## src/rtl/execute_unit.sv

```systemverilog
`default_nettype none
// ============================================================================
//  Module      : execute_unit
//  Description : Execute stage behind the 8x16 register file. Single-cycle
//                ALU operations plus a WIDTH-cycle iterative shift-add
//                multiply. Results are returned to the register file through
//                a one-cycle write strobe with address and data.
//  Revision    : 1.0 - initial release
// ============================================================================
module execute_unit #(
    parameter int WIDTH      = 16,
    parameter int ADDR_WIDTH = 3
) (
    input  logic                  clock,
    input  logic                  resetN,
    input  logic                  start,
    input  logic [2:0]            opcode,
    input  logic [WIDTH-1:0]      operandA,
    input  logic [WIDTH-1:0]      operandB,
    input  logic [ADDR_WIDTH-1:0] destAddress,
    output logic                  busy,
    output logic                  write,
    output logic [ADDR_WIDTH-1:0] writeAddress,
    output logic [WIDTH-1:0]      writeData,
    output logic                  zeroFlag,
    output logic                  carryFlag
);

    // ------------------------------------------------------------------------
    // Constants
    // ------------------------------------------------------------------------
    localparam int CNT_W = (WIDTH > 1) ? $clog2(WIDTH) : 1;

    localparam logic [1:0] c_ST_IDLE = 2'd0;
    localparam logic [1:0] c_ST_MUL  = 2'd1;
    localparam logic [1:0] c_ST_WB   = 2'd2;

    localparam logic [2:0] c_OP_ADD = 3'b000;
    localparam logic [2:0] c_OP_SUB = 3'b001;
    localparam logic [2:0] c_OP_AND = 3'b010;
    localparam logic [2:0] c_OP_OR  = 3'b011;
    localparam logic [2:0] c_OP_XOR = 3'b100;
    localparam logic [2:0] c_OP_SHL = 3'b101;
    localparam logic [2:0] c_OP_SHR = 3'b110;
    localparam logic [2:0] c_OP_MUL = 3'b111;

    localparam logic [CNT_W-1:0] c_CNT_LAST = CNT_W'(WIDTH - 1);

    // ------------------------------------------------------------------------
    // State and datapath registers
    // ------------------------------------------------------------------------
    logic [1:0]            state_q, state_d;
    logic [CNT_W-1:0]      count_q;
    logic [WIDTH-1:0]      acc_q;
    logic [WIDTH-1:0]      mcand_q;
    logic [WIDTH-1:0]      mplier_q;
    logic [ADDR_WIDTH-1:0] dest_q;
    logic [ADDR_WIDTH-1:0] wr_addr_q;
    logic [WIDTH-1:0]      wr_data_q;
    logic                  zero_q;
    logic                  carry_q;

    // Combinational helpers
    logic                  w_accept;
    logic                  w_mul_last;
    logic [WIDTH-1:0]      w_acc_next;
    logic [WIDTH-1:0]      w_alu_result;
    logic                  w_alu_carry;
    logic [3:0]            w_shamt;
    logic [WIDTH:0]        w_add_full;
    logic [WIDTH:0]        w_sub_full;
    logic [WIDTH:0]        w_shl_full;
    logic [WIDTH:0]        w_shr_full;

    assign w_accept   = (state_q == c_ST_IDLE) && start;
    assign w_mul_last = (state_q == c_ST_MUL) && (count_q == c_CNT_LAST);
    assign w_shamt    = operandB[3:0];

    // Single-cycle ALU evaluated straight from the live operands; the result
    // is captured on the accepting edge so no operand latch is needed.
    always_comb begin
        w_add_full   = {1'b0, operandA} + {1'b0, operandB};
        w_sub_full   = {1'b0, operandA} - {1'b0, operandB};
        // The extra bit beyond the word catches the last bit shifted out;
        // a zero shift leaves it at 0.
        w_shl_full   = {1'b0, operandA} << w_shamt;
        w_shr_full   = {operandA, 1'b0} >> w_shamt;
        w_alu_result = '0;
        w_alu_carry  = 1'b0;
        case (opcode)
            c_OP_ADD: begin
                w_alu_result = w_add_full[WIDTH-1:0];
                w_alu_carry  = w_add_full[WIDTH];
            end
            c_OP_SUB: begin
                w_alu_result = w_sub_full[WIDTH-1:0];
                w_alu_carry  = w_sub_full[WIDTH];
            end
            c_OP_AND: w_alu_result = operandA & operandB;
            c_OP_OR:  w_alu_result = operandA | operandB;
            c_OP_XOR: w_alu_result = operandA ^ operandB;
            c_OP_SHL: begin
                w_alu_result = w_shl_full[WIDTH-1:0];
                w_alu_carry  = w_shl_full[WIDTH];
            end
            c_OP_SHR: begin
                w_alu_result = w_shr_full[WIDTH:1];
                w_alu_carry  = w_shr_full[0];
            end
            default: begin
                w_alu_result = '0;
                w_alu_carry  = 1'b0;
            end
        endcase
    end

    // One shift-add step: the accumulator value after this cycle's iteration.
    always_comb begin
        w_acc_next = acc_q;
        if (mplier_q[0]) begin
            w_acc_next = acc_q + mcand_q;
        end
    end

    // State register.
    always_ff @(posedge clock or negedge resetN) begin
        if (!resetN) begin
            state_q <= c_ST_IDLE;
        end else begin
            state_q <= state_d;
        end
    end

    // Next-state logic.
    always_comb begin
        state_d = state_q;
        case (state_q)
            c_ST_IDLE: begin
                if (start) begin
                    state_d = (opcode == c_OP_MUL) ? c_ST_MUL : c_ST_WB;
                end
            end
            c_ST_MUL: begin
                if (count_q == c_CNT_LAST) begin
                    state_d = c_ST_WB;
                end
            end
            c_ST_WB:  state_d = c_ST_IDLE;
            default:  state_d = c_ST_IDLE;
        endcase
    end

    // Output logic: busy and the write strobe are pure functions of state.
    always_comb begin
        busy  = (state_q != c_ST_IDLE);
        write = (state_q == c_ST_WB);
    end

    // Multiplier working registers: loaded on accept, stepped while in MUL.
    always_ff @(posedge clock or negedge resetN) begin
        if (!resetN) begin
            count_q  <= '0;
            acc_q    <= '0;
            mcand_q  <= '0;
            mplier_q <= '0;
            dest_q   <= '0;
        end else if (w_accept) begin
            count_q  <= '0;
            acc_q    <= '0;
            mcand_q  <= operandA;
            mplier_q <= operandB;
            dest_q   <= destAddress;
        end else if (state_q == c_ST_MUL) begin
            count_q  <= count_q + 1'b1;
            acc_q    <= w_acc_next;
            mcand_q  <= mcand_q << 1;
            mplier_q <= mplier_q >> 1;
        end
    end

    // Result and flag registers: loaded on the edge that enters WB and held
    // otherwise, so writeData/writeAddress keep their last value.
    always_ff @(posedge clock or negedge resetN) begin
        if (!resetN) begin
            wr_addr_q <= '0;
            wr_data_q <= '0;
            zero_q    <= 1'b0;
            carry_q   <= 1'b0;
        end else if (w_accept && (opcode != c_OP_MUL)) begin
            wr_addr_q <= destAddress;
            wr_data_q <= w_alu_result;
            zero_q    <= (w_alu_result == '0);
            carry_q   <= w_alu_carry;
        end else if (w_mul_last) begin
            wr_addr_q <= dest_q;
            wr_data_q <= w_acc_next;
            zero_q    <= (w_acc_next == '0);
            carry_q   <= 1'b0;
        end
    end

    assign writeAddress = wr_addr_q;
    assign writeData    = wr_data_q;
    assign zeroFlag     = zero_q;
    assign carryFlag    = carry_q;

endmodule
`default_nettype wire

```

## config.mk

```make
export PLATFORM = sky130hd
export DESIGN_NAME = execute_unit
export DESIGN_NICKNAME = d
export VERILOG_FILES = /design/src/rtl/execute_unit.sv
export SDC_FILE = /design/constraint.sdc
export NUM_CORES = 1
export LEC_CHECK = 0
export CORE_ASPECT_RATIO = 0.9
export CORE_MARGIN = 3
export CORE_UTILIZATION = 50
export DETAILED_ROUTE_END_ITERATION = 6
export GPL_ROUTABILITY_DRIVEN = 0
export PLACE_DENSITY = 0.7
export SYNTH_ARGS = -nofsm -noshare
export SYNTH_HDL_FRONTEND = slang
export SYNTH_SLANG_ARGS = --single-unit
export TNS_END_PERCENT = 50
```

## constraint.sdc

```tcl
create_clock -name clock -period 5.55 [get_ports clock]
set_clock_uncertainty 0.2 [all_clocks]
set_input_delay 0.8325 -clock clock [delete_from_list [all_inputs] [get_ports clock]]
set_output_delay 0.8325 -clock clock [all_outputs]
set_load 0.05 [all_outputs]
```

# Word-level counts from Yosys, hierarchy flattened
# Cells that the tools add are included.
[classes]
add_sub_neg = 4
reduce_logical = 11
n_bitwise = 3
shift = 2
mux = 23
eq_ne = 13
[op_table]
columns = ["operator", "n"]
rows = [
  ["two-way mux 16 bit", 9],
  ["case mux 16 bit (7 select lines)", 1],
  ["logical NOT 16 bit", 2],
  ["adder 16 x 16 -> 17 bit", 1],
  ["<< shifter 16 x 4 -> 17 bit", 1],
  [">> shifter 17 x 4 -> 17 bit", 1],
  ["subtractor 16 x 16 -> 17 bit", 1],
  ["adder 16 bit", 1],
  ["AND 16 bit", 1],
  ["OR 16 bit", 1],
  ["XOR 16 bit", 1],
  ["equality test 3 bit (second input constant)", 4],
  ["two-way mux 4 bit", 2],
  ["equality test 3 x 2 -> 1 bit (second input constant)", 2],
  ["two-way mux 2 bit", 3],
  ["two-way mux 3 bit", 2],
  ["nonzero test 2 bit", 3],
  ["adder 4 x 1 -> 4 bit (second input constant)", 1],
  ["equality test 4 bit (second input constant)", 1],
  ["two-way mux 1 bit", 4],
  ["case mux 1 bit (4 select lines)", 1],
  ["case mux 2 bit (2 select lines)", 1],
  ["equality test 3 x 1 -> 1 bit (second input constant)", 1],
  ["logical AND 1 bit", 3],
  ["8 further kinds", 8],
]
[word_totals]
ff_bits = 78
out_inout_bits = 23

# Logic depth before layout (Yosys ltp)
# Gate-level depths: netlist of the first run.
[logic_depth]
word_depth = 5
depth_mapped = 15

# Worst setup path before layout of the first run
# OpenSTA, ideal clock, no wires.
[synth_path]
path_type = "input to register"
start = "in operandB[2]"
end = "reg zero_q (netlist: zeroFlag)"
path_slack_ps = 1495
setup_ps = 126
path_buffers = 3
required_ps = 5224
path_stages = 15
arrival_time_ps = 3729
cell_sequence = "clkbuf_1 inv_2 buf_1 ha_1 clkbuf_1 nand2b_1 a2111o_1 nand3_1 a21oi_1 or4b_1 nand3_1 a211oi_1 nand3_1 nor3_1 a221o_1"
[synth_via]
elab_chain_cells = 4
[synth_lines]
columns = ["item", "line", "text"]
rows = [
  ["start, declared", "19", "input logic [WIDTH-1:0] operandB,"],
  ["subtractor 16 x 16 -> 17 bit, or another cell as far along", "83", "w_sub_full = {1'b0, operandA} - {1'b0, operandB};"],
  ["case mux 16 bit (7 select lines) (*)", "90", "case (opcode)"],
  ["logical NOT 16 bit (*)", "192", "zero_q <= (w_alu_result == '0);"],
  ["two-way mux 1 bit (*)", "189", "end else if (w_accept && (opcode != c_OP_MUL)) begin"],
  ["end signal, assigned", "192", ""],
  ["end signal, assigned", "197", "zero_q <= (w_acc_next == '0);"],
  ["end, declared", "60", "logic zero_q;"],
]
# Mark *: on every way between the ends. The rest lies on a longest branch, timed or not.
# A chain may end at the register's enable or synchronous reset.

# Final worst setup path of the first run
[layout_path]
start = "in operandA[8]"
end = "reg zero_q (netlist: zeroFlag)"
[layout_via]
elab_chain_cells = 4
[layout_lines]
columns = ["item", "line", "text"]
rows = [
  ["start, declared", "18", "input logic [WIDTH-1:0] operandA,"],
  ["subtractor 16 x 16 -> 17 bit, or another cell as far along", "83", ""],
  ["case mux 16 bit (7 select lines) (*)", "90", ""],
  ["logical NOT 16 bit (*)", "192", ""],
  ["two-way mux 1 bit (*)", "189", ""],
]
# Marked as above.

==> results of run 1 <==
-- layer usage --
layer | vias up | track usage
li1 | 3682 | -
met1 | 3752 | 0.434
met2 | 415 | 0.446
met3 | 54 | 0.0896
met4 | 0 | 0.0800
met5 | - | 0
-- where the power goes --
part | total [uW] | switching [uW] | leakage, uW | internal (uW)
logic | 1320 | 827 | 0.00290 | 498
registers | 879 | 154 | 0.000999 | 725
clock network | 598 | 246 | 0.000139 | 352
total | 2800 | 1230 | 0.00404 | 1570
-- cell families (layout without fill, tap and decap cells) --
logic type / count (synthesis) / after routing / synth area share
XOR/XNOR: 21 / 21 / 0.0231
flip-flops: 78 / 78 / 0.246
multiplexers: 60 / 60 / 0.0979
adder cells (fa/ha/maj): 71 / 71 / 0.115
AND/OR/NAND/NOR: 316 / 316 / 0.192
AO/OA/AOI/OAI: 306 / 306 / 0.267
buffers and inverters: 116 / 155 / 0.0593
-- critical path: cells and delay by family --
kind	cells	cell delay (ns)
AO/OA/AOI/OAI	6	1.26
AND/OR/NAND/NOR	4	1.11
adder cells (fa/ha/maj)	1	0.43
buffers and inverters	2	0.76
-- state kept, by name (all words and copies together), names as in the netlist --
signal        flops
acc_q            16
mcand_q          16
mplier_q         16
writeData        16
count_q           4
dest_q            3
writeAddress      3
state_q           2
carryFlag         1
zeroFlag          1
-- area by class of cell --
| cell class | count | area (um2) |
|---|---|---|
| flip-flops and latches | 78 | 1950 |
| repair buffers | 86 | 796 |
| clock inverters | 6 | 71.3 |
| clock buffers | 10 | 229 |
| well taps | 202 | 253 |
| inverters | 53 | 199 |
| fillers | 1435 | 6460 |
| multi-input cells | 774 | 5530 |
-- through the flow --
stage	util	power, uW
3_3_place_gp	0.563	2170
5_1_grt	0.583	2980
2_1_floorplan	-	1750
6_report	0.583	2800
3_5_place_dp	0.563	2190
4_1_cts	0.583	2790
-- placed cells by master (no fill, tap or decap), drive strengths merged, types with 14 or more instances in the layout --
| cell | instances |
|---|---|
| buf | 25 |
| a21oi | 56 |
| dfrtp | 78 |
| nor2b | 15 |
| mux2i | 38 |
| clkdlybuf4s50 | 61 |
| nand3 | 37 |
| o21ai | 59 |
| nor3 | 19 |
| nor2 | 56 |
| inv | 53 |
| ha | 68 |
| a22oi | 51 |
| nand2 | 120 |
| o22ai | 14 |
| xnor2 | 15 |
-- worst paths after layout --
kind / end / slack (ns)
min in group asynchronous: acc_q[10] / 0.46
max: zeroFlag / 1.17
max reg2reg: zeroFlag / 2.09
max in group asynchronous: mplier_q[12] / 4.05
min reg2reg: dest_q[1] / 0.27
min: dest_q[1] / 0.27
==> flow_summary.ini, run 1 <==
[global_routing]
grt_pass1_vias = 7446
grt_usage = 0.302
antenna_found_initial = 0
grt_pass1_wl_mm = 42.3
grt.overflow.total = 0
grt_max_degree = 79

[finish]
design_area_um2 = 9030
layout.nets = 1114
fin_cells = 1209
area_delta_synth_final_pct = 13.6
n_antenna_cell = 0
drive_above_1_share = 0.0745

[die]
die_y_um = 126
row_count = 43
ios = 64
core_um2 = 15500
die-area_um2 = 17400
start_util = 0.513
die_x_um = 139

[clocking]
clock_latency_ns = 0.34
htreeDepth = 3
cts.sinks = 78
cts_buffers = 9
cts_tree = done
cts-root-buf = clkbuf_16
cts_setup_buffers = 0
cts_resized = 0
clk_pin_slew_ns = 0.07
clock_path_buffers = 2
holdBufCountCts = 0

[pwr]
irDropWorstVdd_mv = 0.209
leakagePower_uw = 0.00404
power_density_nw_per_um2 = 310

[worst_setup_path]
r2r_start = acc_q[0]
cpMaxStageDelayCell = clkdlybuf4s50_1
cp_max_fo = 11
reg2regPathDepth = 12
critPathMaxStageDelay_ns = 0.68
crit_arrival_ns = 4.40
worstSetupStartpoint = operandA[8]
crit_required_ns = 5.57
worstSetupEndpointType = register
crit_chain = clkdlybuf4s50_1 -> inv_1 -> ha_1 -> or3_1 -> or4_1 -> a21oi_2 -> o21bai_1 -> a2111o_1 -> a22oi_2 -> a211oi_1 -> nand4_1 -> nor3_1 -> a221o_1
cp-start-kind = input port
critical_path_class = input port to register

[yosys]
synth_cell_types = 85
synth_ff_type = dfrtp_1
avgSynthCellArea_um2 = 8.21
synthArstFlopShare = 1.00
synth_top_area_cell = dfrtp_1
ys_seq_area_frac = 0.246
synth_edf_count = 0
ys_ff_latch = 78
syn_nets = 1080
synthMostInstantiatedCell = nand2_1
synth_area_um2 = 7950
syn_inst = 968
synthTopCellsByCount = 120 x nand2_1, 78 x dfrtp_1, 68 x ha_1
yosys_warnings = 0
synth_area_leaders = dfrtp_1 25%, ha_1 11%, nand2_1 5.7%, mux2i_1 4.8%, a22oi_1 4.7%
yosysTopAreaCellShare = 0.246

[routing]
met2_length_mm = 11.5
wl_met3_mm = 2.98
drt_wl_total_mm = 26.5
viasPerCell = 6.54
drt_iter0_drc = 1012
ant_nets = 0
dr.pass1.iters = 6
drc_errors = 0
vias = 7903
routed.top_layer = met4
wl_met1_mm = 11.3
wl_per_cell_um = 21.9

[placed_design]
placement.io_buffers = 63
post-place-cells = 1193
hpwlAfterDp_mm = 20.1
pre_cts_ws_ns = 0.870
placed_cell_area_um2 = 8730

[run]
max_cap_viol_count = 0

[timing]
fin_crit_sh = 0.789
fmax_mhz = 228
final.setup.tns_ns = 0
hold_violations = 0
setup_violations = 0
relSlewSlack = 0.338
min_period_ns = 4.38
holdWs_ns = 0.275
rsz0062_at_grt = no
drv_slew = 0
timing.final.ws_setup_ns = 1.17
worst_pin_slew_ns = 0.990

[hold_path]
hold_depth = 2
hold_start = dest_q[1]
hp-class = register to register

[outcome]
outcome = finished clean
Note: power is estimated with default switching activity, not from simulation.
==> run 2, diff against run 1 <==
--- a/config.mk
+++ b/config.mk
@@ -10,7 +10,7 @@
 export CORE_UTILIZATION = 50
 export DETAILED_ROUTE_END_ITERATION = 6
 export GPL_ROUTABILITY_DRIVEN = 0
-export PLACE_DENSITY = 0.7
+export PLACE_DENSITY = 0.73
 export SYNTH_ARGS = -nofsm -noshare
 export SYNTH_HDL_FRONTEND = slang
 export SYNTH_SLANG_ARGS = --single-unit
==> constraint.sdc (replaced) <==
create_clock -name clock -period 4 [get_ports clock]
set_clock_uncertainty 0.2 [all_clocks]
set_input_delay 0.6 -clock clock [delete_from_list [all_inputs] [get_ports clock]]
set_output_delay 0.6 -clock clock [all_outputs]
set_load 0.05 [all_outputs]
==> run 2 against run 1 <==
  * The flow now finishes with violations (DRC)
  * Critical path depth rose by 1
  * First-iteration DRC count down 0.40%
  * Wire length grew 2.7%
  * Final cell count increased by 5.5%
  * Sequential cell count unchanged
  * Global-route usage is essentially flat
  * Highest routed layer unchanged
==> flow_summary.ini, run 2 (synthesis gave the netlist of run 1 again) <==
[clocking]
clock_latency_ns = 0.33
cts_buffers = 9
cts_resized = 0
htreeDepth = 3
cts_tree = done
cts.sinks = 78
clock_path_buffers = 2
cts_setup_buffers = 0
holdBufCountCts = 0
cts-root-buf = clkbuf_16
clk_pin_slew_ns = 0.06

[finish]
n_antenna_cell = 0
nFillCells = 1360
area_delta_synth_final_pct = 20.4
final_common_cell = nand2_1
layout.nets = 1183
drive_above_1_share = 0.133
final_cell_mix = 120 x nand2_1, 92 x buf_4, 78 x dfrtp_1

[worst_setup_path]
crit_chain = clkdlybuf4s50_1 -> inv_1 -> ha_1 -> a211oi_1 -> buf_4 -> o21ai_1 -> a21oi_1 -> o21ai_0 -> o211a_1 -> or3_1 -> a31oi_1 -> nand4_1 -> nor3_1 -> a221o_1
reg2regPathDepth = 12
crit_arrival_ns = 3.91
r2r_start = acc_q[0]
cpMaxStageDelayCell = clkdlybuf4s50_1
critPathMaxStageDelay_ns = 0.47
critical_path_class = input port to register
worstSetupEndpointType = register
cp_num_buf_inv = 3
cp_max_fo = 5
r2r_end = zeroFlag
crit_required_ns = 4.07
reg2reg_slack_ns = 0.52
cp-start-kind = input port
cp_top_family = compound AO/OA/AOI/OAI gates

[timing]
fin_crit_sh = 0.959
worst_pin_slew_ns = 1.03
setup_violations = 0
final.setup.tns_ns = 0
drv_slew = 0
fmax_mhz = 261
hold_violations = 0
relSlewSlack = 0.309
min_period_ns = 3.84
rsz0062_at_grt = no

[global_routing]
grt.overflow.total = 0
grt_pass1_vias = 7760
gr-usage-met1 = 0.427
use_met3 = 0.0790
met2_usage = 0.443
busiest_layer = met2
grt_max_degree = 79
grt_usage = 0.302
grt_pass1_wl_mm = 42.4
antenna_found_initial = 0

[die]
start_util = 0.513
core_um2 = 15500
die-area_um2 = 17400
die_y_um = 126
die_x_um = 139
row_count = 43
ios = 64

[pwr]
leakagePower_uw = 0.00439
power_density_nw_per_um2 = 422
irDropWorstVdd_mv = 0.326
p_total_uw = 4030

[routing]
vias = 8301
drc_errors = 1
drt_wl_total_mm = 27.2
drt_iter0_drc = 1008
dr.pass1.iters = 7
viasPerCell = 6.51
ant_nets = 0
wl_per_cell_um = 21.3

[outcome]
outcome = finished, violations left
violations = DRC

[hold_path]
hp-class = input port to async pin

[run]
max_cap_viol_count = 0

[placed_design]
hpwlAfterDp_mm = 20.6
placement.io_buffers = 63
==> run 2: cell types whose count changed in the layout (fill, tap and decap cells not counted), sizes merged <==
| cell | before | now |
|---|---|---|
| clkinv | 3 | 2 |
| clkinvlp | 2 | 1 |
| bufinv | 1 | 2 |
| buf | 25 | 94 |
| inv | 53 | 52 |
==> run 2: where the power goes <==
group / internal (uW) / total [uW] / switching (uW)
Sequential: 1010 / 1220 / 209
Clock: 556 / 881 / 325
Combinational: 765 / 1940 / 1170
Total: 2330 / 4030 / 1710
==> run 2: final cells by class <==
class | count | area (um2) | share of cell area
clock buffers | 10 | 239 | 0.0250
well taps | 202 | 253 | 0.0264
inverters | 53 | 199 | 0.0208
multi-input cells | 774 | 5530 | 0.578
repair buffers | 155 | 1330 | 0.139
flip-flops and latches | 78 | 1950 | 0.204
clock inverters | 4 | 72.6 | 0.00758
==> run 2: layer usage <==
layer / share of wire / vias to the layer above
met5: 0 / -
met4: 0.047 / 0
met1: 0.42 / 3934
met3: 0.10 / 108
li1: - / 3802
met2: 0.43 / 457
==> run 2: how the worst max path moves through the flow <==
stage	start	end	depth (start not counted)
finish	operandA[1]	zeroFlag	14
global placement	operandA[1]	zeroFlag	14
CTS	operandB[1]	zeroFlag	14
detailed placement	operandA[1]	zeroFlag	14
floorplan	operandB[2]	zeroFlag	15
global route	operandB[1]	zeroFlag	14
==> run 2: stage by stage <==
step | utilization | hold slack [ns] | setup slack (ns) | std cells | area, um2
2_1_floorplan | - | 0.104 | 0.177 | 968 | 7950
3_3_place_gp | 0.598 | 0.257 | -0.136 | 1262 | 9260
3_5_place_dp | 0.598 | 0.265 | -0.128 | 1262 | 9260
4_1_cts | 0.618 | 0.269 | 0.186 | 1276 | 9570
5_1_grt | 0.618 | 0.297 | 0.0677 | 1276 | 9570
6_report | 0.618 | 0.219 | 0.164 | 1276 | 9570
==> run 3, diff against run 2 <==
--- a/config.mk
+++ b/config.mk
@@ -5,12 +5,14 @@
 export SDC_FILE = /design/constraint.sdc
 export NUM_CORES = 1
 export LEC_CHECK = 0
+export CELL_PAD_IN_SITES_DETAIL_PLACEMENT = 0
+export CELL_PAD_IN_SITES_GLOBAL_PLACEMENT = 1
 export CORE_ASPECT_RATIO = 0.9
 export CORE_MARGIN = 3
-export CORE_UTILIZATION = 50
+export CORE_UTILIZATION = 41
 export DETAILED_ROUTE_END_ITERATION = 6
 export GPL_ROUTABILITY_DRIVEN = 0
-export PLACE_DENSITY = 0.73
+export PLACE_DENSITY_LB_ADDON = 0.1
 export SYNTH_ARGS = -nofsm -noshare
 export SYNTH_HDL_FRONTEND = slang
 export SYNTH_SLANG_ARGS = --single-unit
==> run 3 against run 2 <==
  * Highest routed layer unchanged
  * Die area grew 21%
  * Design area grew 1.3%
  * First-iteration DRC count shrank 11%
  * Power shrank 2.0%
  * Global-route usage shrank 3.2 points
  * Critical path depth grew 1
  * Sequential power shrank 3%
  * Combinational power is essentially flat
  * The run now ends clean
  * Count of clock-buffer cells in the layout shrank 1
  * Register-to-register slack lost 0.02 ns
  * Utilization shrank 9.9 points
==> flow_summary.ini, run 3 (synthesis gave the netlist of run 1 again) <==
[outcome]
outcome = finished clean

[finish]
final_common_cell = nand2_1
final_cell_mix = 120 x nand2_1, 104 x buf_4, 78 x dfrtp_1
fin_cells = 1333
multi_input_area_um2 = 5540
nFillCells = 1857
final_util = 0.519
area_delta_synth_final_pct = 22.0
n_antenna_cell = 0
seq_area_um2 = 1950
drive_above_1_share = 0.145
layout.nets = 1195

[routing]
wl_per_cell_um = 21.9
drc_errors = 0
viasPerCell = 6.10
drt_iter0_drc = 897
vias = 8133
dr.pass1.iters = 5
ant_nets = 0
drt_wl_total_mm = 29.2

[placed_design]
placement.io_buffers = 63
post-place-cells = 1317
hpwlAfterDp_mm = 22.8

[global_routing]
use_met3 = 0.0581
gr-usage-met1 = 0.418
grt_pass1_vias = 7673
antenna_found_initial = 0
met2_usage = 0.388
grt.overflow.total = 0
busiest_layer = met1
grt_pass1_wl_mm = 45.4
grt_max_degree = 58
grt_usage = 0.270

[die]
core_um2 = 18700
ios = 64
die_y_um = 138
row_count = 47
die_x_um = 153
start_util = 0.425
die-area_um2 = 21100

[timing]
relSlewSlack = 0.327
rsz0062_at_grt = yes
drv_slew = 0
final.setup.tns_ns = 0
holdWs_ns = 0.115
setup_violations = 0
fmax_mhz = 259
hold_violations = 0
fin_crit_sh = 0.965
min_period_ns = 3.86
worst_pin_slew_ns = 1.01

[clocking]
clock_latency_ns = 0.35
cts_buffers = 9
cts_setup_buffers = 0
clock_path_buffers = 2
clk_pin_slew_ns = 0.06
cts-root-buf = clkbuf_16
cts_tree = done
cts.sinks = 78
htreeDepth = 3

[worst_setup_path]
reg2regPathDepth = 12
cp_common_cell = buf_4
worstSetupEndpointType = register
cp-start-kind = input port
critPathMaxStageDelay_ns = 0.56
crit_arrival_ns = 3.86
crit_cells = 15
crit_required_ns = 4.00
cp_top_family = buffers and inverters
cpMaxStageDelayCell = clkdlybuf4s50_1
cp_num_buf_inv = 4
critical_path_class = input port to register
crit_chain = clkdlybuf4s50_1 -> inv_1 -> ha_1 -> or3_1 -> or4_1 -> a21oi_2 -> o21bai_1 -> buf_4 -> a21oi_1 -> a221oi_1 -> xnor2_1 -> o2111ai_1 -> buf_4 -> a22oi_1 -> o21ai_0
cp_max_fo = 3

[run]
max_cap_viol_count = 0

[pwr]
power_density_nw_per_um2 = 408
p_total_uw = 3950
irDropWorstVdd_mv = 0.305
leakagePower_uw = 0.00444

[hold_path]
hp-class = input port to async pin
-- run 3: cell count changes in the layout (fill, tap and decap cells not counted) --
cell | previous run | this run
inv_8 | 0 | 1
buf_4 | 92 | 104
bufinv_16 | 2 | 0
clkinv_2 | 1 | 0
inv_6 | 0 | 3
clkbuf_8 | 1 | 0
clkinv_4 | 0 | 2
a2111oi_2 | 0 | 1
a2111oi_0 | 3 | 2
-- run 3: repair_timing --
item	4_1_cts	5_1_grt
setup endpoints to repair	0	2
hold buffers	0	0
gates resized for setup	0	2
-- run 3: power by group --
group          leakage (uW)  switching (uW)  internal, uW
clock              0.000139             378           434
combinational       0.00330            1200           767
sequential         0.000999             172          1010
-- run 3: area by class of cell --
class,instances,share of cell area
multi-input combinational,774,0.571
tap,245,0.0316
clock inverter,7,0.00645
inverter,53,0.0205
clock buffer,9,0.0232
timing repair buffer,167,0.146
sequential,78,0.201
-- run 3: final timing paths --
path | start | endpoint | slack [ns]
max | operandA[8] | writeData[15] | 0.14
min | resetN | writeData[0] | 0.11
max reg2reg | acc_q[0] | zeroFlag | 0.50
min reg2reg | mplier_q[6] | mplier_q[6] | 0.28
max in group asynchronous | resetN | acc_q[7] | 2.70
min in group clock | mplier_q[6] | mplier_q[6] | 0.28
-- run 3: per-layer routing --
metal	part of all wire	vias up	routed length [um]
li1	-	3834	-
met1	0.48	3895	14000
met2	0.42	372	12200
met3	0.090	32	2650
met4	0.014	0	402
met5	0	-	0
-- run 3: per-stage QoR --
stage	area, um2	setup slack, ns
after floorplan	7950	0.177
after global placement	9400	-0.0808
after detailed placement	9400	-0.167
after CTS	9690	0.195
after global routing	9700	-0.00125
final	9700	0.141
